`src/rtl/fetch_pkg.sv`:
```
// Shared types and constants for the instruction-fetch queue.
// Address/data widths come from `ADDR_WIDTH / `DATA_WIDTH (default 32).
`ifndef ADDR_WIDTH
`define ADDR_WIDTH 32
`endif
`ifndef DATA_WIDTH
`define DATA_WIDTH 32
`endif

package fetch_pkg;
    localparam int FETCH_ADDR_W = `ADDR_WIDTH;
    localparam int FETCH_DATA_W = `DATA_WIDTH;
    localparam int FETCH_DEPTH  = 4;
    localparam int FETCH_PTR_W  = $clog2(FETCH_DEPTH);

    localparam logic [FETCH_ADDR_W-1:0] FETCH_RESET_PC = '0;

    typedef struct packed {
        logic [FETCH_ADDR_W-1:0] pc;
        logic [FETCH_DATA_W-1:0] instr;
    } fetch_entry_t;

    function automatic logic [FETCH_ADDR_W-1:0] align_pc(input logic [FETCH_ADDR_W-1:0] pc);
        return {pc[FETCH_ADDR_W-1:2], 2'b00};
    endfunction
endpackage

```
`src/rtl/fetch_queue_if.sv`:
```
// Cache-side, redirect and consumer signals of the fetch queue.
// master drives the i_* inputs (environment); slave is the fetch queue itself.
interface fetch_queue_if;
    import fetch_pkg::*;

    logic                    i_cache_valid;
    logic [FETCH_DATA_W-1:0] i_cache_data;
    logic [FETCH_ADDR_W-1:0] o_pc_current;
    logic [FETCH_ADDR_W-1:0] o_pc_next;
    logic                    i_redirect_valid;
    logic [FETCH_ADDR_W-1:0] i_redirect_pc;
    logic                    o_inst_valid;
    logic [FETCH_DATA_W-1:0] o_inst_data;
    logic [FETCH_ADDR_W-1:0] o_inst_pc;
    logic                    i_inst_ready;

    modport master (
        output i_cache_valid, i_cache_data, i_redirect_valid, i_redirect_pc, i_inst_ready,
        input  o_pc_current, o_pc_next, o_inst_valid, o_inst_data, o_inst_pc
    );

    modport slave (
        input  i_cache_valid, i_cache_data, i_redirect_valid, i_redirect_pc, i_inst_ready,
        output o_pc_current, o_pc_next, o_inst_valid, o_inst_data, o_inst_pc
    );
endinterface

```
`src/rtl/fetch_fifo.sv`:
```
// Synchronous FIFO of fetch entries with flush; registered head output.
module fetch_fifo
    import fetch_pkg::*;
#(
    parameter  int DEPTH = FETCH_DEPTH,
    localparam int PTR_W = (DEPTH > 1) ? $clog2(DEPTH) : 1,
    localparam int CNT_W = $clog2(DEPTH + 1)
) (
    input  logic             clk,
    input  logic             rst_n,
    input  logic             push_i,
    input  logic             pop_i,
    input  logic             flush_i,
    input  fetch_entry_t     wdata_i,
    output fetch_entry_t     rdata_o,
    output logic             full_o,
    output logic             empty_o,
    output logic [CNT_W-1:0] count_o
);
    fetch_entry_t     mem [DEPTH];
    logic [PTR_W-1:0] wr_ptr_q, wr_ptr_d, rd_ptr_q, rd_ptr_d;
    logic [CNT_W-1:0] count_q, count_d;
    logic             push_ok, pop_ok;

    assign full_o  = (count_q == CNT_W'(DEPTH));
    assign empty_o = (count_q == '0);
    assign count_o = count_q;
    assign rdata_o = mem[rd_ptr_q];
    assign push_ok = push_i & ~full_o;
    assign pop_ok  = pop_i & ~empty_o;

    // NOTE: every variable gets a default at the top of always_comb, so no path can infer a latch.
    always_comb begin
        wr_ptr_d = wr_ptr_q;
        rd_ptr_d = rd_ptr_q;
        count_d  = count_q;
        if (flush_i) begin
            wr_ptr_d = '0;
            rd_ptr_d = '0;
            count_d  = '0;
        end else begin
            if (push_ok) wr_ptr_d = wr_ptr_q + PTR_W'(1);
            if (pop_ok)  rd_ptr_d = rd_ptr_q + PTR_W'(1);
            count_d = count_q + CNT_W'(push_ok) - CNT_W'(pop_ok);
        end
    end

    always_ff @(posedge clk) begin
        if (!rst_n) begin
            wr_ptr_q <= '0;
            rd_ptr_q <= '0;
            count_q  <= '0;
        end else begin
            wr_ptr_q <= wr_ptr_d;
            rd_ptr_q <= rd_ptr_d;
            count_q  <= count_d;
        end
    end

    // NOTE: storage is not reset; count gates validity, so stale contents are never observed.
    always_ff @(posedge clk) begin
        if (push_ok) mem[wr_ptr_q] <= wdata_i;
    end
endmodule

```
`src/rtl/fetch_queue.sv`:
```
// Fetch front end: owns the fetch PC, captures cache hits into a FIFO, handles redirects.
// Optional `FETCH_QUEUE_BYPASS_EN: zero-latency hit-to-consumer path when the FIFO is empty.
module fetch_queue
    import fetch_pkg::*;
#(
    parameter int                      DEPTH    = FETCH_DEPTH,
    parameter logic [FETCH_ADDR_W-1:0] RESET_PC = FETCH_RESET_PC,
    localparam int                     CNT_W    = $clog2(DEPTH + 1)
) (
    input logic          clk,
    input logic          rst_n,
    fetch_queue_if.slave fq
);
    logic [FETCH_ADDR_W-1:0] pc_current_q, pc_next_d;
    fetch_entry_t            head, wentry;
    logic                    fifo_full, fifo_empty;
    logic [CNT_W-1:0]        fifo_count;
    logic                    hit_ok, bypass, bypass_take, enq, deq;

    always_comb begin
        hit_ok = fq.i_cache_valid & ~fifo_full & ~fq.i_redirect_valid;
`ifdef FETCH_QUEUE_BYPASS_EN
        bypass = fq.i_cache_valid & ~fq.i_redirect_valid & fifo_empty;
`else
        bypass = 1'b0;
`endif
        bypass_take = bypass & fq.i_inst_ready;
        enq         = hit_ok & ~bypass_take;
        deq         = ~fifo_empty & fq.i_inst_ready;

        // Reset is folded into the next-PC mux so pc_current(t+1) == o_pc_next(t) always holds.
        if (!rst_n)                   pc_next_d = RESET_PC;
        else if (fq.i_redirect_valid) pc_next_d = align_pc(fq.i_redirect_pc);
        else if (hit_ok)              pc_next_d = pc_current_q + FETCH_ADDR_W'(4);
        else                          pc_next_d = pc_current_q;
    end

    always_ff @(posedge clk) begin
        pc_current_q <= pc_next_d;
    end

    assign wentry = '{pc: pc_current_q, instr: fq.i_cache_data};

    fetch_fifo #(.DEPTH(DEPTH)) u_fifo (
        .clk     (clk),
        .rst_n   (rst_n),
        .push_i  (enq),
        .pop_i   (deq),
        .flush_i (fq.i_redirect_valid),
        .wdata_i (wentry),
        .rdata_o (head),
        .full_o  (fifo_full),
        .empty_o (fifo_empty),
        .count_o (fifo_count)
    );

    assign fq.o_pc_current = pc_current_q;
    assign fq.o_pc_next    = pc_next_d;
    assign fq.o_inst_valid = (fifo_count != '0) | bypass;
    assign fq.o_inst_pc    = fifo_empty ? pc_current_q    : head.pc;
    assign fq.o_inst_data  = fifo_empty ? fq.i_cache_data : head.instr;
endmodule
```
`src/flat_wrapper.sv`:
```
// flat-port wrapper written by rule: the top's interface ports become plain ports
module fetch_queue_flat import fetch_pkg::*;
#(
    parameter int                      DEPTH    = FETCH_DEPTH,
    parameter logic [FETCH_ADDR_W-1:0] RESET_PC = FETCH_RESET_PC,
    localparam int                     CNT_W    = $clog2(DEPTH + 1)
)
  (clk, rst_n, fq_i_cache_valid, fq_i_cache_data, fq_i_redirect_valid, fq_i_redirect_pc, fq_i_inst_ready, fq_o_pc_current, fq_o_pc_next, fq_o_inst_valid, fq_o_inst_data, fq_o_inst_pc);
  fetch_queue_if fq_i ();
  input logic clk;
  input logic rst_n;
  input wire logic [$bits(fq_i.i_cache_valid)-1:0] fq_i_cache_valid;
  input wire logic [$bits(fq_i.i_cache_data)-1:0] fq_i_cache_data;
  input wire logic [$bits(fq_i.i_redirect_valid)-1:0] fq_i_redirect_valid;
  input wire logic [$bits(fq_i.i_redirect_pc)-1:0] fq_i_redirect_pc;
  input wire logic [$bits(fq_i.i_inst_ready)-1:0] fq_i_inst_ready;
  output wire logic [$bits(fq_i.o_pc_current)-1:0] fq_o_pc_current;
  output wire logic [$bits(fq_i.o_pc_next)-1:0] fq_o_pc_next;
  output wire logic [$bits(fq_i.o_inst_valid)-1:0] fq_o_inst_valid;
  output wire logic [$bits(fq_i.o_inst_data)-1:0] fq_o_inst_data;
  output wire logic [$bits(fq_i.o_inst_pc)-1:0] fq_o_inst_pc;
  assign fq_i.i_cache_valid = fq_i_cache_valid;
  assign fq_i.i_cache_data = fq_i_cache_data;
  assign fq_i.i_redirect_valid = fq_i_redirect_valid;
  assign fq_i.i_redirect_pc = fq_i_redirect_pc;
  assign fq_i.i_inst_ready = fq_i_inst_ready;
  assign fq_o_pc_current = fq_i.o_pc_current;
  assign fq_o_pc_next = fq_i.o_pc_next;
  assign fq_o_inst_valid = fq_i.o_inst_valid;
  assign fq_o_inst_data = fq_i.o_inst_data;
  assign fq_o_inst_pc = fq_i.o_inst_pc;
  fetch_queue #(.DEPTH(DEPTH), .RESET_PC(RESET_PC)) u_core (.clk(clk), .rst_n(rst_n), .fq(fq_i));
endmodule
```
`config.mk`:
```
export PLATFORM = sky130hd
export DESIGN_NAME = fetch_queue_flat
export DESIGN_NICKNAME = d
export VERILOG_FILES = /design/src/rtl/fetch_pkg.sv /design/src/rtl/fetch_queue_if.sv /design/src/rtl/fetch_fifo.sv /design/src/rtl/fetch_queue.sv /design/src/flat_wrapper.sv
export SDC_FILE = /design/constraint.sdc
export NUM_CORES = 1
export LEC_CHECK = 0
export ABC_CLOCK_PERIOD_IN_PS = 6400
export BUFFER_PORTS_ARGS = -buffer_cell sky130_fd_sc_hd__buf_4
export CORE_ASPECT_RATIO = 0.9
export CORE_MARGIN = 4
export CORE_UTILIZATION = 52
export DETAILED_ROUTE_END_ITERATION = 8
export PLACE_DENSITY = 0.78
export SLEW_MARGIN = 10
export SYNTH_ARGS = -nofsm -noshare
export SYNTH_HDL_FRONTEND = slang
export SYNTH_SLANG_ARGS = --single-unit
```
`constraint.sdc`:
```
create_clock -name clk -period 6.4 [get_ports clk]
set_clock_uncertainty 0.2 [all_clocks]
set_input_delay 0.96 -clock clk [delete_from_list [all_inputs] [get_ports clk]]
set_output_delay 0.96 -clock clk [all_outputs]
set_load 0.05 [all_outputs]
```
==> impl_metrics.toml, run 1 <==
[route]
drt_first_pass_iters = 5
wl_met3_um = 2360
wl_met2_um = 12900
wl_met1_um = 11500
dr.max_layer_used = "met4"
wl_um = 27300
vias = 7278
drcViolationCount = 0
drtIter0Drc = 685
vias_per_cell = 6.03
ant_nets = 0
wire_per_inst_um = 22.6

[clock_tree]
holdBufCountCts = 0
cts_num_sinks = 297
htree_levels = 1
cts_root_buf = "clkbuf_16"
clk_path_buf_depth = 3
cts_setup_buffers = 0
clkTransAtPathRegs_ns = 0.06
clkLatencyLatePin_ns = 0.54
cts_buffers = 30
cts_resized = 0
cts_tree = "built"

[layout]
final_common_cell = "edfxtp_1"
fin_nets = 959
layout_common_cells = "edfxtp_1, buf_4, mux4_2, mux2_2, dfxtp_1"
area_delta_synth_final_pct = 21.9
drive_gt1_share_pct = 42.0
antennaDiodeCount = 0

[place]
gp_congestion = 0.908
hpwl_um = 16700
port_buffers = 195

[worst_setup_path]
cp_slowest_cell = "dfxtp_1"
worstPathCellList = "and3_1 > nand4_4 > or4_1 > a31oi_1 > buf_4"
r2r_setup_slack_ns = 3.28
max_stage_delay_ns = 0.65
worst_setup_path_end_kind = "primary output"
start_kind = "flip-flop"
path_class = "reg2out"
crit_start = "u_core.fq.o_pc_current[12]"
endpoint = "fq_o_pc_next[16]"
arrival_ns = 3.22
crit_family = "simple AND/OR/NAND/NOR gates"
cp.required_ns = 5.24
path_depth = 5
worstReg2RegStart = "u_core.u_fifo.count_o[1]"
crit_fanout = 15
reg2reg_depth = 11
crit_buf_inv = 1
r2r-end = "u_core.u_fifo.count_o[2]"

[synth]
synth_seq_cells = 297
ys_warn_count = 0
yosysSeqAreaShare_pct = 69.0
async_flop_share_pct = 0
syn_nets = 774
synth_cell_types = 49
synth_cells = 697
synth_edf_count = 256
synthFlopType = "edfxtp_1"
syn_area_mm2 = 0.0123
syn_avg_cell_area_um2 = 17.7

[global_route]
grt_pass1_wl_um = 43000
grt_max_degree = 72
antenna_found_initial = 0
grt_overflow = 0
track_usage_pct = 20.8
grt_pass1_vias = 7591

[power]
seq_power_share_pct = 47.3
pwr-share-comb_pct = 14.2
ir_worst_vdd_uv = 198
p_per_area_mw_per_mm2 = 310
p_sw_share_pct = 25.7
p_sw_mw = 1.20
power.total_mw = 4.67
internal-power_mw = 3.47
clockPowerShare_pct = 38.5
p_leak_nw = 5.18

[timing]
slew_headroom_pct = 29.0
layout_min_cycle_time_ns = 4.38
fmax_ghz = 0.228
slew_viol_final = 0
setup_tns_ns = 0
hold_viol_final = 0
post-route-period-util_pct = 68.4
rsz0062_at_grt = "false"
setup_viol = 0
worstMarginPinSlew_ns = 1.06

[floorplanning]
io_pins = 198
dieArea_mm2 = 0.0263
die_w_um = 170
rows = 53
core-area_mm2 = 0.0233
die_y_um = 154
start_util_pct = 52.8

[run_status]
outcome = "complete, no violations"

[worst_hold_path]
min_path_cells = 2
hold_path_class = "reg2reg"

[run]
drv_cap = 0
## power by group through the flow
| stage | registers [mW] | logic (mW) | clock network (mW) |
|---|---|---|---|
| 4_1_cts | 2.21 | 0.670 | 1.83 |
| 3_5_place_dp | 2.25 | 0.668 | 0 |
| 3_3_place_gp | 2.24 | 0.664 | 0 |
| 6_report | 2.21 | 0.664 | 1.80 |
| 2_1_floorplan | 2.27 | 0.424 | 0 |
| 5_1_grt | 2.21 | 0.697 | 1.93 |
## tightest hold or removal path, cell delays in order, from the launching register on
cell	delay, ns
dfxtp_1	0.35
nand2_1	0.07
a21oi_1	0.05
## how the worst min path moves through the flow
stage	startpoint	end	slack [ns]
floorplan	u_core.u_fifo.wr_ptr_q[1]	u_core.u_fifo.wr_ptr_q[1]	0.27
global placement	u_core.u_fifo.wr_ptr_q[1]	u_core.u_fifo.wr_ptr_q[1]	0.29
detailed placement	u_core.u_fifo.wr_ptr_q[1]	u_core.u_fifo.wr_ptr_q[1]	0.30
CTS	u_core.u_fifo.wr_ptr_q[1]	u_core.u_fifo.wr_ptr_q[1]	0.31
global route	u_core.u_fifo.wr_ptr_q[1]	u_core.u_fifo.wr_ptr_q[1]	0.36
finish	u_core.u_fifo.wr_ptr_q[1]	u_core.u_fifo.wr_ptr_q[1]	0.31
## flip-flops by register name, indices dropped and copies added, names as in the netlist, named ones only
| name | count |
|---|---|
| u_core.u_fifo.mem | 256 |
| u_core.fq.o_pc_current | 32 |
| u_core.u_fifo.count_o | 3 |
| u_core.u_fifo.rd_ptr_q | 2 |
| u_core.u_fifo.wr_ptr_q | 2 |
## cell type report
cell class	count	area, um^2
Clock buffer	35	791
Inverter	11	41.3
Tap cell	302	378
Clock inverter	20	239
Sequential cell	297	8520
Timing Repair Buffer	197	1480
Multi-Input combinational cell	345	3600
Fill cell	1644	8300
## cells in the mapped netlist (5+ instances only)
library cell / number / area, um^2
nand3_1: 13 / 65.1
nor3_1: 10 / 50.1
edfxtp_1: 256 / 7690
and4_1: 8 / 70.1
a311oi_1: 12 / 105
or4_1: 7 / 52.6
xnor2_1: 5 / 43.8
clkbuf_1: 29 / 109
nand4_1: 15 / 93.8
nor4_1: 9 / 56.3
and2_1: 9 / 56.3
buf_2: 8 / 40.0
and3_1: 6 / 37.5
nand2_1: 16 / 60.1
a211oi_1: 11 / 82.6
xor2_1: 8 / 70.1
mux2_2: 60 / 676
a31oi_1: 8 / 50.1
dfxtp_1: 41 / 821
ha_1: 7 / 87.6
mux4_2: 64 / 1440
o31ai_1: 7 / 52.6
o21ai_0: 22 / 110
nor2_1: 20 / 75.1
inv_1: 10 / 37.5
## cell families after synthesis
family,count (synthesis),share of synthesized area [%]
multiplexers,124,17.2
adder cells (fa/ha/maj),8,0.872
AO/OA/AOI/OAI,72,4.06
XOR/XNOR,13,0.923
AND/OR/NAND/NOR,128,6.01
buffers and inverters,55,2.00
flip-flops,297,69.0
## per-stage QoR
| stage | hold slack (ns) | worst slack [ns] | utilization (%) | instance area [um^2] | std cells |
|---|---|---|---|---|---|
| 4_1_cts | 0.307 | 2.00 | 64.4 | 15000 | 1207 |
| 5_1_grt | 0.356 | 1.85 | 64.4 | 15000 | 1207 |
| 3_5_place_dp | 0.298 | 2.27 | 60.0 | 14000 | 1152 |
| 6_report | 0.312 | 2.02 | 64.4 | 15000 | 1207 |
| 2_1_floorplan | 0.269 | 2.10 | - | 12300 | 697 |
| 3_3_place_gp | 0.290 | 2.29 | 60.0 | 14000 | 1152 |
## layer usage
layer / GRT usage, % / up-vias
met1: 29.5 / 3655
met4: 4.33 / 0
met5: 0 / -
met3: 4.91 / 45
li1: - / 3241
met2: 33.4 / 337
(Power assumes the default switching activity.)
==> inputs of run 2 (changes only) <==
Settings changed: ABC_AREA from default to 1, ABC_CLOCK_PERIOD_IN_PS 6400 to 4050.
Clock period 6.4 ns to 4.05 ns, I/O delays scaled along.
==> impl_metrics.toml, run 2 <==
[place]
hpwl_um = 18700
gp_congestion = 0.832
port_buffers = 195
placedCellCount = 1640

[clock_tree]
cts_root_buf = "clkbuf_16"
cts_resized = 0
cts_num_sinks = 297
cts_setup_buffers = 0
holdBufCountCts = 0
htree_levels = 1
cts_buffers = 30
clk_path_buf_depth = 3
cts_tree = "built"
clkLatencyLatePin_ns = 0.54
clkTransAtPathRegs_ns = 0.06

[floorplanning]
die_y_um = 156
dieArea_mm2 = 0.0269
rows = 53
die_w_um = 173
core-area_mm2 = 0.0237
start_util_pct = 53.6
io_pins = 198

[power]
p_leak_nw = 5.91
ir_worst_vdd_uv = 328
p_per_area_mw_per_mm2 = 482

[synth]
synth_top_area_cell = "edfxtp_1"
synth_xor_area_share_pct = 0.138
netlist_top_cells_area = "edfxtp_1, nor2_1, dfxtp_1, o21ai_0, nand2_1"
synth_top_family_by_area = "simple AND/OR/NAND/NOR gates"
syn_area_mm2 = 0.0127
yosysSeqAreaShare_pct = 67.1
syn_avg_cell_area_um2 = 10.6
post-synth-top-count-cell = "nor2_1"
synth_edf_count = 256
ys_warn_count = 0
synth-simple-area-share_pct = 16.3
netlist.area_leader.share_pct = 60.6
synthFlopType = "edfxtp_1"
netlist_top_cells_count = "nor2_1, edfxtp_1, o21ai_0"
synth_compound_area_share_pct = 11.1
async_flop_share_pct = 0
synth_cells = 1193
synth_seq_cells = 297
synth_mux_area_share_pct = 0
synthAdderAreaFrac_pct = 0.849
syn_nets = 1270
synth_cell_types = 34

[layout]
final_common_cell = "nor2_1"
fillers = 1731
layout_common_cells = "nor2_1, edfxtp_1, buf_4, o21ai_0, nand2_1"
final_cells = 1696
largest_reg_flops = 256
drive_gt1_share_pct = 20.1
antennaDiodeCount = 0
area_delta_synth_final_pct = 21.5
fin_nets = 1447
largest_register = "u_core.u_fifo.mem"

[worst_hold_path]
hold_path_class = "in2reg"

[worst_setup_path]
max_stage_delay_ns = 0.64
path_class = "reg2out"
worst_setup_path_end_kind = "primary output"
crit_family = "buffers and inverters"
crit_fanout = 44
arrival_ns = 2.84
cp_slowest_cell = "dfxtp_4"
crit_buf_inv = 3
worstPathCellList = "clkinv_2 > buf_4 > o21ai_0 > o22ai_1 > nand2_1 > o21ai_0 > buf_4"
start_kind = "flip-flop"
cp.required_ns = 3.24

[timing]
slew_viol_final = 0
rsz0062_at_grt = "false"
slew_headroom_pct = 45.0
worstMarginPinSlew_ns = 0.824
fmax_ghz = 0.274
post-route-period-util_pct = 90.1
hold_viol_final = 0
setup_tns_ns = 0
setup_viol = 0
layout_min_cycle_time_ns = 3.65

[run]
drv_cap = 0

[route]
wire_per_inst_um = 17.8
vias_per_cell = 5.57
wl_met1_um = 12700
wl_met3_um = 3020
wl_met2_um = 13700
drcViolationCount = 0
drt_first_pass_iters = 5
ant_nets = 0
dr.max_layer_used = "met5"
wl_um = 30300
vias = 9453
drtIter0Drc = 913

[global_route]
grt_max_degree = 75
grt_pass1_wl_um = 47400
grt_overflow = 0
antenna_found_initial = 1
grt_pass1_vias = 9127
track_usage_pct = 21.7

[run_status]
outcome = "complete, no violations"
-- run 2: changes by cell type after synthesis, sizes merged, moves of 60 or more --
cell / change
mux2: -60
o21ai: +149
inv: +63
mux4: -64
nor2: +271
nand2: +111
-- run 2: metal layers --
metal	vias up	GRT usage [%]
met3	64	5.98
met2	450	35.3
met4	2	6.58
met1	4411	29.0
met5	-	0
li1	4526	-
-- run 2: path summary, 6_finish.rpt --
path | start | endpoint | slack (ns) | depth (start not counted)
min reg2reg | u_core.u_fifo.rd_ptr_q[1] | flip-flop | 0.29 | 2
max | flip-flop | fq_o_inst_pc[0] | 0.40 | 7
max reg2reg | u_core.u_fifo.count_o[1] | u_core.u_fifo.count_o[2] | 1.20 | 11
min | fq_i_cache_data[30] | u_core.u_fifo.mem[1][30] | 0.08 | 1
-- run 2: logic make-up (layout without fill, tap and decap cells) --
family          after synthesis  after routing
xor+xnor                      2              2
simple gates                487            487
flops                       297            297
buf+inv                     140            341
compound gates              259            259
fa+ha+maj                     8              8
-- run 2: report_power, final --
part | internal, mW | switching (mW) | leakage, nW
clock network | 1.65 | 1.08 | 0.478
logic | 0.334 | 0.881 | 2.75
registers | 3.41 | 0.0820 | 2.68
-- run 2: layout make-up --
type | instances | area [um^2] | area share, %
flip-flops and latches | 297 | 8510 | 55.2
clock buffers | 44 | 855 | 5.55
multi-input cells | 756 | 3640 | 23.6
clock inverters | 12 | 135 | 0.877
well taps | 302 | 378 | 2.45
repair buffers | 212 | 1620 | 10.5
inverters | 73 | 275 | 1.79
-- run 2: stage by stage --
stage	cell area (um^2)	power, mW	utilization [%]	hold WS, ns	setup slack (ns)
floorplan	12700	4.35	-	0.236	-0.457
global placement	14400	4.76	60.9	0.240	0.973
finish	15400	7.43	65.1	0.0759	0.401
global route	15400	7.70	65.1	0.0536	0.165
detailed placement	14400	4.77	60.9	0.258	0.932
CTS	15400	7.48	65.1	0.0520	0.355
==> inputs of run 3 (changes only) <==
Settings changed: ABC_CLOCK_PERIOD_IN_PS 4050 to 3350, CORE_UTILIZATION 52 to 51, PLACE_DENSITY 0.78 to 0.8, SYNTH_HIERARCHICAL from default to 1.
Clock period 4.05 ns to 3.35 ns, I/O delays scaled along.
==> impl_metrics.toml, run 3 <==
[layout]
drive_gt1_share_pct = 25.1
largest_reg_flops = 256
final_common_cell = "edfxtp_1"
final_cells = 1737
antennaDiodeCount = 0
fin_util_pct = 66.3
area_delta_synth_final_pct = 26.7
fin_nets = 1453
fillers = 1764
largest_register = "u_core/u_fifo/mem"
layout_common_cells = "edfxtp_1, nor2_1, buf_4, nand2_1, o21ai_0"
final_area_mm2 = 0.0163

[worst_hold_path]
hold_path_class = "in2reg"
min_path_cells = 3

[synth]
async_flop_share_pct = 0
synth_cell_types = 37
post-synth-top-count-cell = "edfxtp_1"
netlist_top_cells_area = "edfxtp_1, nor2_1, dfxtp_1, o21ai_0, mux2_2"
synthFlopType = "edfxtp_1"
synth_cells = 1142
ys_warn_count = 6
syn_area_mm2 = 0.0128
synth_top_area_cell = "edfxtp_1"
netlist_top_cells_count = "edfxtp_1, nor2_1, nand2_1"
yosysSeqAreaShare_pct = 66.2
syn_avg_cell_area_um2 = 11.2
synth_seq_cells = 297
syn_nets = 1219
netlist.area_leader.share_pct = 59.8
synth_edf_count = 256

[floorplanning]
die_y_um = 159
start_util_pct = 52.4
rows = 54
core-area_mm2 = 0.0245
die_w_um = 175
dieArea_mm2 = 0.0278
io_pins = 198

[worst_setup_path]
arrival_ns = 2.52
worst_setup_path_end_kind = "primary output"
crit_fanout = 11
path_class = "reg2out"
cp.required_ns = 2.65
reg2reg_depth = 15
start_kind = "flip-flop"

[run]
drv_cap = 0

[timing]
setup_tns_ns = 0
hold_viol_final = 0
slew_headroom_pct = 57.4
holdWs_ns = 0.0283
fmax_ghz = 0.310
slew_viol_final = 0
setup_viol = 0
rsz0062_at_grt = "true"
post-route-period-util_pct = 96.3
setup_ws_ns = 0.124
layout_min_cycle_time_ns = 3.23
worstMarginPinSlew_ns = 0.638

[route]
drtIter0Drc = 769
wl_um = 31700
vias_per_cell = 5.51
ant_nets = 0
drt_first_pass_iters = 6
wire_per_inst_um = 18.3
vias = 9563
drcViolationCount = 0

[power]
internal-power_mw = 6.71
pwr-share-comb_pct = 12.5
power.total_mw = 8.92
p_leak_nw = 6.24
p_sw_mw = 2.21
clockPowerShare_pct = 40.6
ir_worst_vdd_uv = 409
seq_power_share_pct = 47.0
p_sw_share_pct = 24.8
p_per_area_mw_per_mm2 = 548

[global_route]
grt_overflow = 0
track_usage_pct = 22.0
grt_pass1_vias = 9439
grt_max_degree = 129
antenna_found_initial = 0
grt_pass1_wl_um = 49300

[place]
gp_congestion = 0.901
post-place-ws_ns = 0.463
placedCellCount = 1639
place_area_mm2 = 0.0147
port_buffers = 195
hpwl_um = 19300

[clock_tree]
htree_levels = 1
clkLatencyLatePin_ns = 0.55
cts_tree = "built"
cts_root_buf = "clkbuf_16"
clk_path_buf_depth = 3
cts_buffers = 31
cts_num_sinks = 297
clkTransAtPathRegs_ns = 0.06

[run_status]
outcome = "complete, no violations"
==> run 3: cell count changes after synthesis, sizes merged, moves of 4 or more <==
cell    change
a21oi      +21
nor2       -55
o22ai      +40
mux2       +37
nand2      -35
o21ai      -27
inv        +16
buf         -6
o211ai      +4
nand4       -4
a31oi      -43
==> run 3: logic make-up after synthesis <==
kind of cell    Yosys count  synth area share, %
simple gates            394                 13.1
flops                   297                 66.2
compound gates          255                 10.9
buf+inv                 150                 5.63
mux                      37                 3.24
fa+ha+maj                 8                0.838
xor+xnor                  1               0.0682
==> run 3: cell type report <==
type	instances	area (um^2)	share of cell area [%]
multi-input cells	695	3710	22.8
clock buffers	37	798	4.91
repair buffers	260	2180	13.4
flip-flops and latches	297	8520	52.4
clock inverters	21	295	1.81
well taps	336	420	2.58
inverters	91	345	2.12
==> run 3: critical path, stage by stage, from the launching register on <==
cell     delay, ns
dfxtp_1       0.64
nand2_1       0.17
nor2_4        0.19
nand3_4       0.14
nor2_8        0.24
nand4_1       0.11
nand3_1       0.10
nand2_1       0.06
inv_1         0.12
buf_4         0.22
==> run 3: power by group through the flow <==
stage	Combinational [mW]	Clock [mW]	Sequential [mW]
after floorplan	0.606	0	4.33
after global placement	1.06	0	4.26
after detailed placement	1.07	0	4.26
after CTS	1.11	3.68	4.19
after global routing	1.17	3.84	4.20
final	1.11	3.62	4.19
==> run 3: path summary, 6_finish.rpt <==
check                       startpoint                    endpoint  slack [ns]
min               fq_i_redirect_pc[15]  u_core/fq.o_pc_current[15]        0.03
min reg2reg  u_core/u_fifo/rd_ptr_q[0]                   flip-flop        0.30
max          u_core/fq.o_pc_current[7]            fq_o_pc_next[29]        0.12
max reg2reg   u_core/u_fifo/count_o[0]    u_core/u_fifo/count_o[2]        0.43
==> run 3: repair_timing <==
item,in CTS,in global routing
hold buffers,37,0
endpoints found under the setup margin,3,23
hold endpoints to repair,133,0
buffers inserted,0,3
pin swaps,0,7
resized for setup,3,18
==> run 3: per-layer routing <==
layer	vias to the layer above	part of all wire [%]	global-route usage, %
met4	0	2.4	6.62
met5	-	0	0
met1	4591	42	29.0
met3	66	7.7	4.72
li1	4507	-	-
met2	399	48	37.3
